**config.mk**
```make
export PLATFORM = sky130hd
export DESIGN_NAME = image_rom_streamer_flat
export DESIGN_NICKNAME = d
export VERILOG_FILES = /design/src/rtl/image_rom_streamer_if.sv /design/src/rtl/image_rom_streamer.sv /design/src/flat_wrapper.sv
export SDC_FILE = /design/constraint.sdc
export NUM_CORES = 1
export LEC_CHECK = 0
export ABC_AREA = 1
export CAP_MARGIN = 0
export CORE_UTILIZATION = 40
export CTS_CLUSTER_DIAMETER = 40
export DETAILED_ROUTE_END_ITERATION = 7
export PLACE_DENSITY_LB_ADDON = 0.05
export SYNTH_ARGS = -nofsm -noshare
export SYNTH_HDL_FRONTEND = slang
export SYNTH_SLANG_ARGS = --single-unit
```
**constraint.sdc**
```tcl
create_clock -name clk_i -period 2.6 [get_ports clk_i]
set_input_delay 0.52 -clock clk_i [delete_from_list [all_inputs] [get_ports clk_i]]
set_output_delay 0.52 -clock clk_i [all_outputs]
set_load 0.02 [all_outputs]
```
**src/rtl/image_rom_streamer_if.sv**
```systemverilog
// Pixel stream bundle: valid/ready handshake carrying one ROM word plus end-of-frame marker.
interface image_rom_streamer_if #(
  parameter int unsigned WIDTH = 8
) ();
  logic             valid;
  logic             ready;
  logic [WIDTH-1:0] data;
  logic             last;

  modport master (output valid, output data, output last, input ready);
  modport slave  (input valid, input data, input last, output ready);
endinterface

```
**src/rtl/image_rom_streamer.sv**
```systemverilog
// Streams NUM_WORDS consecutive image ROM words from BASE_ADDR as a valid/ready pixel stream,
// using a 2-entry skid FIFO to absorb the read already in flight when the consumer stalls.
module image_rom_streamer #(
  parameter int unsigned WIDTH     = 8,
  parameter int unsigned DEPTH     = 784,
  parameter int unsigned ADDR_W    = $clog2(DEPTH),
  parameter int unsigned BASE_ADDR = 0,
  parameter int unsigned NUM_WORDS = DEPTH
) (
  input  logic                  clk_i,
  input  logic                  rst_i,
  input  logic                  start_i,
  output logic                  busy_o,
  output logic                  done_o,
  output logic                  rom_rd_en_o,
  output logic [ADDR_W-1:0]     rom_addr_o,
  input  logic [WIDTH-1:0]      rom_data_i,
  image_rom_streamer_if.master  m
);

  typedef enum logic [1:0] {StIdle, StFetch, StDrain, StDone} state_e;

  localparam logic [ADDR_W:0] NumWords = (ADDR_W+1)'(NUM_WORDS);
  localparam logic [ADDR_W:0] LastIdx  = (ADDR_W+1)'(NUM_WORDS - 1);
  localparam logic [ADDR_W:0] CntOne   = (ADDR_W+1)'(1);

  state_e            state_q;
  logic              busy_q, done_q;
  logic [ADDR_W:0]   issue_cnt_q, out_cnt_q;
  logic              inflight_q;
  logic [WIDTH-1:0]  fifo_mem_q [2];
  logic              rd_ptr_q, wr_ptr_q;
  logic [1:0]        fifo_cnt_q;

  logic              valid, last, push, pop, rd_en;
  logic [2:0]        occ;

  always_comb begin
    valid = (fifo_cnt_q != 2'd0);
    last  = valid && (out_cnt_q == LastIdx);
    pop   = valid && m.ready;
    push  = inflight_q;
    // Slots that will still be taken next cycle if nothing new is issued now.
    occ   = 3'(fifo_cnt_q) + 3'(inflight_q) - 3'(pop);
    rd_en = (state_q == StFetch) && (issue_cnt_q < NumWords) && (occ < 3'd2);
  end

  assign rom_rd_en_o = rd_en;
  assign rom_addr_o  = ADDR_W'(BASE_ADDR) + issue_cnt_q[ADDR_W-1:0];
  assign busy_o      = busy_q;
  assign done_o      = done_q;
  assign m.valid     = valid;
  assign m.data      = fifo_mem_q[rd_ptr_q];
  assign m.last      = last;

  always_ff @(posedge clk_i) begin
    if (rst_i) begin
      state_q     <= StIdle;
      busy_q      <= 1'b0;
      done_q      <= 1'b0;
      issue_cnt_q <= '0;
      out_cnt_q   <= '0;
      inflight_q  <= 1'b0;
      rd_ptr_q    <= 1'b0;
      wr_ptr_q    <= 1'b0;
      fifo_cnt_q  <= 2'd0;
    end else begin
      done_q     <= 1'b0;
      inflight_q <= rd_en;
      if (rd_en) issue_cnt_q <= issue_cnt_q + CntOne;
      if (push)  wr_ptr_q <= ~wr_ptr_q;
      if (pop) begin
        rd_ptr_q  <= ~rd_ptr_q;
        out_cnt_q <= out_cnt_q + CntOne;
      end
      case ({push, pop})
        2'b10:   fifo_cnt_q <= fifo_cnt_q + 2'd1;
        2'b01:   fifo_cnt_q <= fifo_cnt_q - 2'd1;
        default: ;
      endcase

      unique case (state_q)
        StIdle: begin
          if (start_i) begin
            state_q     <= StFetch;
            busy_q      <= 1'b1;
            issue_cnt_q <= '0;
            out_cnt_q   <= '0;
          end
        end
        StFetch: if (rd_en && (issue_cnt_q == LastIdx)) state_q <= StDrain;
        StDrain: begin
          if (pop && last) begin
            state_q <= StDone;
            done_q  <= 1'b1;
          end
        end
        StDone: begin
          state_q <= StIdle;
          busy_q  <= 1'b0;
        end
        default: state_q <= StIdle;
      endcase
    end
  end

  always_ff @(posedge clk_i) begin
    if (push) fifo_mem_q[wr_ptr_q] <= rom_data_i;
  end

  // The issue rule guarantees a free slot for every returning read.
  fifo_no_overflow: assert property (@(posedge clk_i) disable iff (rst_i)
    !(push && !pop && (fifo_cnt_q == 2'd2)));

endmodule

```
**src/flat_wrapper.sv**
```systemverilog
// flat-port wrapper written by rule: the top's interface ports become plain ports
module image_rom_streamer_flat 
#(
  parameter int unsigned WIDTH     = 8,
  parameter int unsigned DEPTH     = 784,
  parameter int unsigned ADDR_W    = $clog2(DEPTH),
  parameter int unsigned BASE_ADDR = 0,
  parameter int unsigned NUM_WORDS = DEPTH
)
  (clk_i, rst_i, start_i, busy_o, done_o, rom_rd_en_o, rom_addr_o, rom_data_i, m_valid, m_data, m_last, m_ready);
  image_rom_streamer_if #(.WIDTH(WIDTH)) m_i ();
  input  logic clk_i;
  input  logic rst_i;
  input  logic start_i;
  output logic busy_o;
  output logic done_o;
  output logic rom_rd_en_o;
  output logic [ADDR_W-1:0] rom_addr_o;
  input  logic [WIDTH-1:0] rom_data_i;
  output wire logic [$bits(m_i.valid)-1:0] m_valid;
  output wire logic [$bits(m_i.data)-1:0] m_data;
  output wire logic [$bits(m_i.last)-1:0] m_last;
  input wire logic [$bits(m_i.ready)-1:0] m_ready;
  assign m_valid = m_i.valid;
  assign m_data = m_i.data;
  assign m_last = m_i.last;
  assign m_i.ready = m_ready;
  image_rom_streamer #(.WIDTH(WIDTH), .DEPTH(DEPTH), .ADDR_W(ADDR_W), .BASE_ADDR(BASE_ADDR), .NUM_WORDS(NUM_WORDS)) u_core (.clk_i(clk_i), .rst_i(rst_i), .start_i(start_i), .busy_o(busy_o), .done_o(done_o), .rom_rd_en_o(rom_rd_en_o), .rom_addr_o(rom_addr_o), .rom_data_i(rom_data_i), .m(m_i));
endmodule
```
Word-level counts from Yosys, hierarchy flattened. Memories as Yosys holds them, arrays and structs flattened. A register that Yosys moved wholly into a read port is not among the register bits. Index checks and enable logic that the tools add are counted. Widths: inputs -> output; s select.

$add $sub $neg: 6. Magnitude comparators: 2. Equality and inequality tests: 10. Muxes and demuxes: 18. Bitwise gates (word level): 3. Reductions and logical operators: 13.

Operator list (number): $mux 11 (6); $add 11x1->11 const B (2); $eq 11x10->1 const B (2); $lt 11x10->1 const B (1); $pmux 2 s4 (1); $eq 2x2->1 const B (3); $logic_and 1x1->1 (6); $mux 1 (6); $mux 2 (3); $reduce_bool 2->1 (3); $eq 2x1->1 const B (2); $ne 2x2->1 const B (2); $pmux 2 s2 (1); $add 2x1->3 (1); $lt 3x2->1 const B (1); $not 1->1 (3); $reduce_and 3->1 (1); $sub 3x1->3 (1); $add 2x1->2 const B (1); $logic_not 2->1 (1); $ne 2x1->1 const B (1); $pmux 1 s2 (1); $reduce_and 2->1 (1); $reduce_or 2->1 (1); $sub 2x1->2 const B (1).

Register bits: 31. Memory bits (writable): 16. Bits of input ports: 12. Output and inout port bits: 23. Memories kept: 1.

Memories: u_core.fifo_mem_q (depth 2, width 8, read ports 1, clocked after memory_dff 1, wr ports 1, line image_rom_streamer.sv:31) `logic [WIDTH-1:0] fifo_mem_q [2];`.

Logic depth before layout (Yosys ltp). Gate-level depths: netlist of run 1.

Depth after elaboration: 8. Gate-level depth with buffers: 19. Depth with buffers taken out: 19.

Worst setup path after synthesis of run 1. Ideal clock, no wire load.

Path kind: register to output. From: register u_core.fifo_cnt_q[1]. To: output port rom_rd_en_o. Data arrival time: 2.017 ns. Required time: 2.080 ns. Path slack: 0.063 ns. Cell stages (with the launch flop): 13. Path buffers: 0. Cells stage by stage: dfxtp_1 > inv_2 > nand2_2 > nand2_2 > nor2_1 > nor2_1 > nor2_1 > inv_1 > fa_1 > nand3_1 > nor2_2 > nand2_2 > inv_2.

Longest elaborated chain between the ends: 5.

Ends and longest elaborated chain: from (decl) (line image_rom_streamer.sv:33) `logic [1:0] fifo_cnt_q;`; from (signal assigned) (line image_rom_streamer.sv:77) `2'b10: fifo_cnt_q <= fifo_cnt_q + 2'd1;`; from (signal assigned) (line image_rom_streamer.sv:78) `2'b01: fifo_cnt_q <= fifo_cnt_q - 2'd1;`; $reduce_bool 2->1 (line image_rom_streamer.sv:39) `valid = (fifo_cnt_q != 2'd0);`; net m_valid (line flat_wrapper.sv:20) `output wire logic [$bits(m_i.valid)-1:0] m_valid;`; $logic_and 1x1->1 (line image_rom_streamer.sv:41) `pop = valid && m.ready;`; $sub 3x1->3 (line image_rom_streamer.sv:44) `occ = 3'(fifo_cnt_q) + 3'(inflight_q) - 3'(pop);`; $lt 3x2->1 (line image_rom_streamer.sv:45) `rd_en = (state_q == StFetch) && (issue_cnt_q < NumWords) && (occ < 3'd2);`; $logic_and 1x1->1 (line image_rom_streamer.sv:45); to (decl) (line flat_wrapper.sv:17) `output logic rom_rd_en_o;`.

The timed path passes the listed nets, and every way through them passes these cells.

Worst setup path after layout of run 1.
From: register u_core.fifo_cnt_q[1]. To: register u_core.fifo_cnt_q[0].

Longest elaborated chain between the ends: 4.

Ends and longest elaborated chain: $reduce_bool 2->1 (*) (line image_rom_streamer.sv:39); $logic_and 1x1->1 (*) (line image_rom_streamer.sv:41); $eq 2x1->1 / $eq 2x2->1 (equally long branches) (line image_rom_streamer.sv:76) `case ({push, pop})`; $pmux 2 s2 / $reduce_bool 2->1 (equally long branches).

Every way passes the cells marked *; elsewhere a longest branch is shown, timed or not. A chain may end at the register's enable or synchronous reset.

==> results.md, run 1 <==
- # clock sinks: 48
- Initial core utilization: 41.8%
- Synth top area share: 27.5%
- Placed insts: 377
- Die height: between 70 and 80 um
- First-pass GRT wire length: 7.71 mm
- Reg power frac: 36.9%
- Largest net degree at the start of global routing: 17
- Port Buf Inserts: 34
- DPL Wire Length: roughly 3.1 mm
- Top FF cell, synth: dfxtp_1
- Clk_lat worst skew: 0.30 ns
- Overall routing resource usage: about 16%
- Pre-antenna DRT Iters: 4
- Status: finished with violations
- Netlist cell types: 31
- Yosys top cell by area: dfxtp_1
- Total CTS buffers: 5
- Routed Antenna Nets: 0
- Commonest cells in the synthesized netlist: 50 x nor2_1, 41 x nand2_1, 32 x dfxtp_1
- PD cells: 853 mW/mm^2
- NetSw: a little under 0.0009 W
- Post-DP Area: 0.00276 sq mm
- Syn avg cell area: between 8 and 9 sq um
- Final Instance Area: 0.00305 sq mm
- Mapped Nets: 291
- Post-route insts no fill: 400
- Initial antenna violation count: 0
- Crit path launch type: register
- CP endpoint kind: register
- Cell row count: 27
- Area growth from synthesis to layout: 31.2%
- Total gr overflow: 0
- Post-layout power: 0.00261 W
- Critical Path RT: 2.80 ns
- Via-per-instance ratio: ~4.5
- Worst hold slack: 0.455 ns
- CTS tree: done
- Total number of vias: approximately 1,800
- Worst Max-Slew Pin Slew: 0.687 ns
- Post-Syn Instances: 272
- Residual DRC: 0
- Mapped Area: 0.00233 sq mm
- DR WL/cell: 11.4 um
- Most common cell on crit path: buf_4
- Relative slew slack: a little over half
- Layout net count: 346
- Async SR Flop Fraction: 0%
- Proportion of layout cells with a drive suffix above 1: 23.8%
- Fmax: 375 MHz
- Initial DRC count: 51
- Skew final: 0.00615 ns
- Switching part of the total: 33.4%
- Fillers: 523
- # Max-Cap Violations: 0
- Fin worst setup slack: -0.0635 ns
- Leak: 1.20 nW
- Vias in the first global route: between 1,500 and 2,000
- Final hold vios: 0
- Synthesized flop and latch total: 48
- Worst path slowest cell: dfxtp_4
- Register area: 0.00113 sq mm
- Die width: 78.3 um
- Worst VDD drop: 315 uV
- Final setup fails: 2
- Full die area: a little over 0.006 sq mm
- Clk buf depth: 2
- Final worst path period need: 2.66 ns
- Crit-path max FO: 4
- CP Data Arrival Time: 2.87 ns
- Post-synth EDFFs: 16
- H-Tree Depth: 2
- Max incr delay on CP: 0.41 ns
- Core Area: 0.00557 sq mm
- Clk slew on worst S/H paths: approximately 0.09 ns
- RSZ-0062 raised after global routing: true
- Max-slew violation count: 0
- Clk root buf: clkbuf_8
- Multi-input logic area: between 0.001 and 0.0015 sq mm
- Number of diodes: 0
- CP Class: reg2reg
- Failing checks: negative setup slack
- Ports: 35
- Crit path cell chain: inv_4, nand2_4, nand2_4, nor2_4, nor2_2, nor2_1, inv_1, buf_4, buf_4, buf_4, buf_4, buf_4, buf_4, buf_4, buf_4, buf_4, buf_4, buf_4, buf_4, buf_4, nand2_2, a21oi_2
- Hold Crit Class: reg2reg
- Sequential area share after synthesis: 48.1%
- Clock group share of total power: ~25%
- Synth top area cells: dfxtp_1 28%, edfxtp_1 21%, nor2_1 8.1%
- Internal power: between 0.0015 and 0.002 W
- Combinational share of power: 38.3%
- Top-count cell post-synth: nor2_1
- Gpl congestion: roughly 0.74
- Warning count from the yosys run: 0
- Post-Route WL: 4.57 mm
- Crit share post-route: 102%
-- cells in the final DEF, fill, tap and decap left out, drive strengths merged, types with 8 or more instances in the layout --
| cell | instances |
|---|---|
| nand3 | 10 |
| dfxtp | 32 |
| inv | 34 |
| edfxtp | 16 |
| clkdlybuf4s50 | 31 |
| o21ai | 12 |
| nor2 | 60 |
| nand2 | 47 |
| a21oi | 16 |
| buf | 29 |
| mux2 | 8 |
-- final timing paths --
path | from | end | slack (ns) | cells past startpoint
min | u_core.rd_ptr_q$_SDFFE_PP0P_ | u_core.rd_ptr_q$_SDFFE_PP0P_ | 0.45 | 1
min reg2reg | u_core.rd_ptr_q$_SDFFE_PP0P_ | u_core.rd_ptr_q$_SDFFE_PP0P_ | 0.45 | 1
max | u_core.fifo_cnt_q[1]$_SDFFE_PP0N_ | u_core.fifo_cnt_q[0]$_SDFFE_PP0N_ | -0.06 | 22
max reg2reg | u_core.fifo_cnt_q[1]$_SDFFE_PP0N_ | u_core.fifo_cnt_q[0]$_SDFFE_PP0N_ | -0.06 | 22
-- kinds of logic after synthesis --
family | after synthesis | share of synthesized area [%]
compound gates | 31 | 7.36
xor+xnor | 7 | 2.63
fa+ha+maj | 7 | 4.08
buf+inv | 47 | 9.51
flops | 48 | 48.1
mux | 8 | 3.87
simple gates | 124 | 24.4
-- state kept, by name, summed over array words and instances (netlist names), named ones only --
signal              flops
u_core.inflight_q       1
u_core.busy_o           1
u_core.fifo_mem_q      16
u_core.state_q          2
u_core.done_o           1
u_core.fifo_cnt_q       2
u_core.wr_ptr_q         1
u_core.rd_ptr_q         1
u_core.issue_cnt_q     11
u_core.out_cnt_q       11
-- power by group through the flow --
stage | Clock [W] | Combinational [W] | Sequential [W]
2_1_floorplan | 0 | 0.000574 | 0.000939
3_3_place_gp | 0 | 0.000886 | 0.000957
3_5_place_dp | 0 | 0.000889 | 0.000959
4_1_cts | 0.000665 | 0.000947 | 0.000953
5_1_grt | 0.000700 | 0.00111 | 0.000977
6_report | 0.000647 | 0.000998 | 0.000960
-- layer usage --
metal | vias up | global-route usage, % | wire length (um)
met2 | 36 | 27.4 | 2110
met3 | 8 | 3.95 | 192
met4 | 0 | 5.56 | 76
li1 | 966 | - | -
met1 | 803 | 20.5 | 2190
met5 | - | 0 | 0
-- per-stage QoR --
step / setup slack, ns / utilization, % / TNS (ns)
after floorplan: 0.0627 / - / 0
after CTS: -0.0206 / 54.0 / -0.0206
after global routing: -0.165 / 54.8 / -0.307
after global placement: -0.813 / 49.5 / -3.34
after detailed placement: -0.835 / 49.5 / -3.75
final: -0.0635 / 54.8 / -0.0930
-- final cells by class --
type	instances	share of cell area [%]
Multi-Input combinational cell	177	33.6
Timing Repair Buffer	62	17.9
Clock inverter	3	2.25
Inverter	33	4.14
Sequential cell	48	37.0
Tap cell	72	2.95
Clock buffer	5	2.25
-- repair_timing --
item / 4_1_cts / 5_1_grt
buffers inserted: 13 / 2
resized for setup: 16 / 12
setup endpoints to repair: 4 / 2
gates cloned: 0 / 0
hold buffers: 0 / 0
pin swaps: 2 / 3
-- worst max-delay path: cells and delay by family (launching register included) --
| kind | cells | cell delay, ns |
|---|---|---|
| buf+inv | 15 | 1.70 |
| compound gates | 1 | 0.04 |
| flops | 1 | 0.41 |
| simple gates | 6 | 0.41 |
(Power assumes the default switching activity.)
==> run 2: changes to the inputs <==
--- a/config.mk
+++ b/config.mk
@@ -10,6 +10,7 @@
 export CORE_UTILIZATION = 40
 export CTS_CLUSTER_DIAMETER = 40
 export DETAILED_ROUTE_END_ITERATION = 7
+export GPL_TIMING_DRIVEN = 0
 export PLACE_DENSITY_LB_ADDON = 0.05
 export SYNTH_ARGS = -nofsm -noshare
 export SYNTH_HDL_FRONTEND = slang
==> results.md, run 2 (same netlist as run 1, synthesis figures left out) <==
- Top Registers: u_core.fifo_mem_q: 16 flops, u_core.issue_cnt_q: 11 flops, u_core.out_cnt_q: 11 flops
- Port Buf Inserts: 34 (unchanged)
- Highest routed metal layer: met4
- RSZ-0062 raised after global routing: true
- Vias in the first global route: 1,550 (-6.7%)
- Clk_lat worst skew: 0.30 ns (about the same)
- Final core occ: 53.8% (-1.0 points)
- # Max-Cap Violations: 0 (unchanged)
- Hold Crit Class: reg2reg
- Max-slew violation count: 0 (unchanged)
- Status: finished with violations
- Final setup fails: 1 (-1)
- Cell row count: 27 (unchanged)
- PD cells: 821 mW/mm^2 (-3.8%)
- Met1 WL: 2.18 mm (-0.55%)
- Routed Antenna Nets: 0 (unchanged)
- Final Instance Area: 0.00300 sq mm (-1.9%)
- Overall routing resource usage: 15.5% (-0.79 points)
- Residual DRC: 0 (unchanged)
- Max reg flops: 16 (unchanged)
- Area growth from synthesis to layout: 28.7%
- Crit share post-route: 103% (+0.83 points)
- FF-to-FF Start: u_core.fifo_cnt_q[1]$_SDFFE_PP0N_
- H-Tree Depth: 2 (unchanged)
- Initial DRC count: 53 (+3.9%)
- R2R cell count: 16 (-27%)
- Crit path launch type: register
- R2R Setup Slk: 0.22 ns (+0.28 ns)
- Failing checks: negative setup slack
- Worst Max-Slew Pin Slew: 0.711 ns (+0.0232 ns)
- Commonest non-fill, non-tap cell in the layout: nor2_1
- Die height: 78.3 um (unchanged)
- Number of diodes: 0 (unchanged)
- Full die area: 0.00613 sq mm (unchanged)
- Pre-antenna DRT Iters: 4 (unchanged)
- Clk root buf: clkbuf_8
- Via-per-instance ratio: 4.49 (-0.86%)
- Initial antenna violation count: 0 (unchanged)
- Core Area: 0.00557 sq mm (unchanged)
- Total gr overflow: 0 (unchanged)
- Most frequent cells in the layout: 47 x nor2_1, 41 x nand2_1, 31 x clkdlybuf4s50_1
- Critical Path RT: 2.08 ns (-0.72 ns)
- # clock sinks: 48 (unchanged)
- Gpl congestion: 0.764 (+3.2%)
- Reg2reg end: u_core.state_q[0]$_SDFFE_PP0P_
- Leak: 1.16 nW (-2.7%)
- Final worst path period need: 2.69 ns (+0.0216 ns)
- Clk buf depth: 2 (unchanged)
- Total CTS buffers: 5 (unchanged)
- Ports: 35 (unchanged)
- First-pass GRT wire length: 7.27 mm (-5.8%)
- Largest net degree at the start of global routing: 17 (unchanged)
- Crit-path max FO: 5 (+1)
- CP Data Arrival Time: 2.17 ns (-0.70 ns)
- Clk slew on worst S/H paths: 0.09 ns (about the same)
- Skew final: 0.00429 ns (-0.00186 ns)
- CP endpoint kind: output pin
- Fin worst setup slack: -0.0851 ns (-0.0216 ns)
- Proportion of layout cells with a drive suffix above 1: 21.7% (-2.1 points)
- Layout net count: 341 (-1.4%)
- Biggest register: u_core.fifo_mem_q
- Post-DP Area: 0.00276 sq mm (unchanged)
- WHS Path Cells: 1 (unchanged)
- CP Class: reg2out
- DPL Wire Length: 3.13 mm (+0.16%)
- DR WL/cell: 11.2 um (-2.0%)
- Met3 wire len: 219 um (+14%)
- Total number of vias: 1,775 (-2.1%)
- Post-Route WL: 4.42 mm (-3.3%)
- Initial core utilization: 41.8% (unchanged)
- CTS tree: done
- Fmax: 372 MHz (-0.80%)
- Worst VDD drop: 274 uV (-13%)
- Routed met2 length: 1.96 mm (-7.1%)
- Final hold vios: 0 (unchanged)
- Die width: 78.3 um (unchanged)
- Min-delay src: u_core.rd_ptr_q$_SDFFE_PP0P_
- Relative slew slack: 52.5% (-1.5 points)
[run 2: cell types whose count changed in the layout (fill, tap and decap cells not counted), sizes merged]
| cell | change |
|---|---|
| buf | -8 |
| bufinv | -1 |
| clkbuf | +2 |
| clkdlybuf4s15 | +1 |
| clkinvlp | +1 |
[run 2: worst max-delay path by stage]
stage | end | from
floorplan | rom_rd_en_o | u_core.fifo_cnt_q[1]$_SDFFE_PP0N_
global placement | rom_rd_en_o | m_ready
detailed placement | rom_rd_en_o | m_ready
CTS | rom_rd_en_o | u_core.fifo_cnt_q[0]$_SDFFE_PP0N_
global route | rom_rd_en_o | u_core.fifo_cnt_q[1]$_SDFFE_PP0N_
finish | rom_rd_en_o | u_core.fifo_cnt_q[1]$_SDFFE_PP0N_
[run 2: per-layer routing]
metal | track usage (%) | vias to the layer above
met5 | 0 | -
met2 | 23.8 | 33
li1 | - | 958
met1 | 20.8 | 779
met4 | 6.11 | 0
met3 | 4.30 | 5
[run 2: cell type report]
class | instances | area [sq um]
Tap cell | 72 | 90.1
Timing Repair Buffer | 43 | 409
Clock inverter | 3 | 46.3
Inverter | 33 | 129
Clock buffer | 5 | 68.8
Fill cell | 547 | 2580
Sequential cell | 48 | 1130
Buffer | 14 | 97.6
Multi-Input combinational cell | 177 | 1030
[run 2: metrics by stage]
step                setup TNS [ns]  hold slack [ns]  power (W)  worst slack (ns)  cells
floorplan                        0            0.425    0.00151            0.0627    272
detailed placement           -4.90            0.443    0.00177             -1.06    378
global route                -0.179            0.475    0.00263            -0.179    395
CTS                        -0.0525            0.458    0.00245           -0.0525    394
global placement             -4.95            0.436    0.00176             -1.08    378
finish                     -0.0851            0.458    0.00246           -0.0851    395
[run 2: what timing repair did]
item | CTS | global route
buffers inserted | 8 | 1
endpoints found under the setup margin | 9 | 1
hold buffers | 0 | 0
pin swaps | 10 | 10
resized for setup | 21 | 8
[run 2: worst max-delay path, stage by stage, from the launching register on]
cell,delay (ns)
dfxtp_4,0.38
nor2_4,0.17
nor2_8,0.05
nor2_4,0.08
nor2_2,0.05
nor2_1,0.09
inv_1,0.07
fa_2,0.54
nand3_2,0.06
nor2_2,0.12
nand2_2,0.08
inv_4,0.06
buf_6,0.11
[run 2: where the power goes]
part	switching [W]	total (W)	leakage, nW	internal, W
Clock	0.000268	0.000558	0.0548	0.000290
Sequential	0.0000746	0.000947	0.406	0.000872
Combinational	0.000519	0.000956	0.703	0.000437
Total	0.000862	0.00246	1.16	0.00160
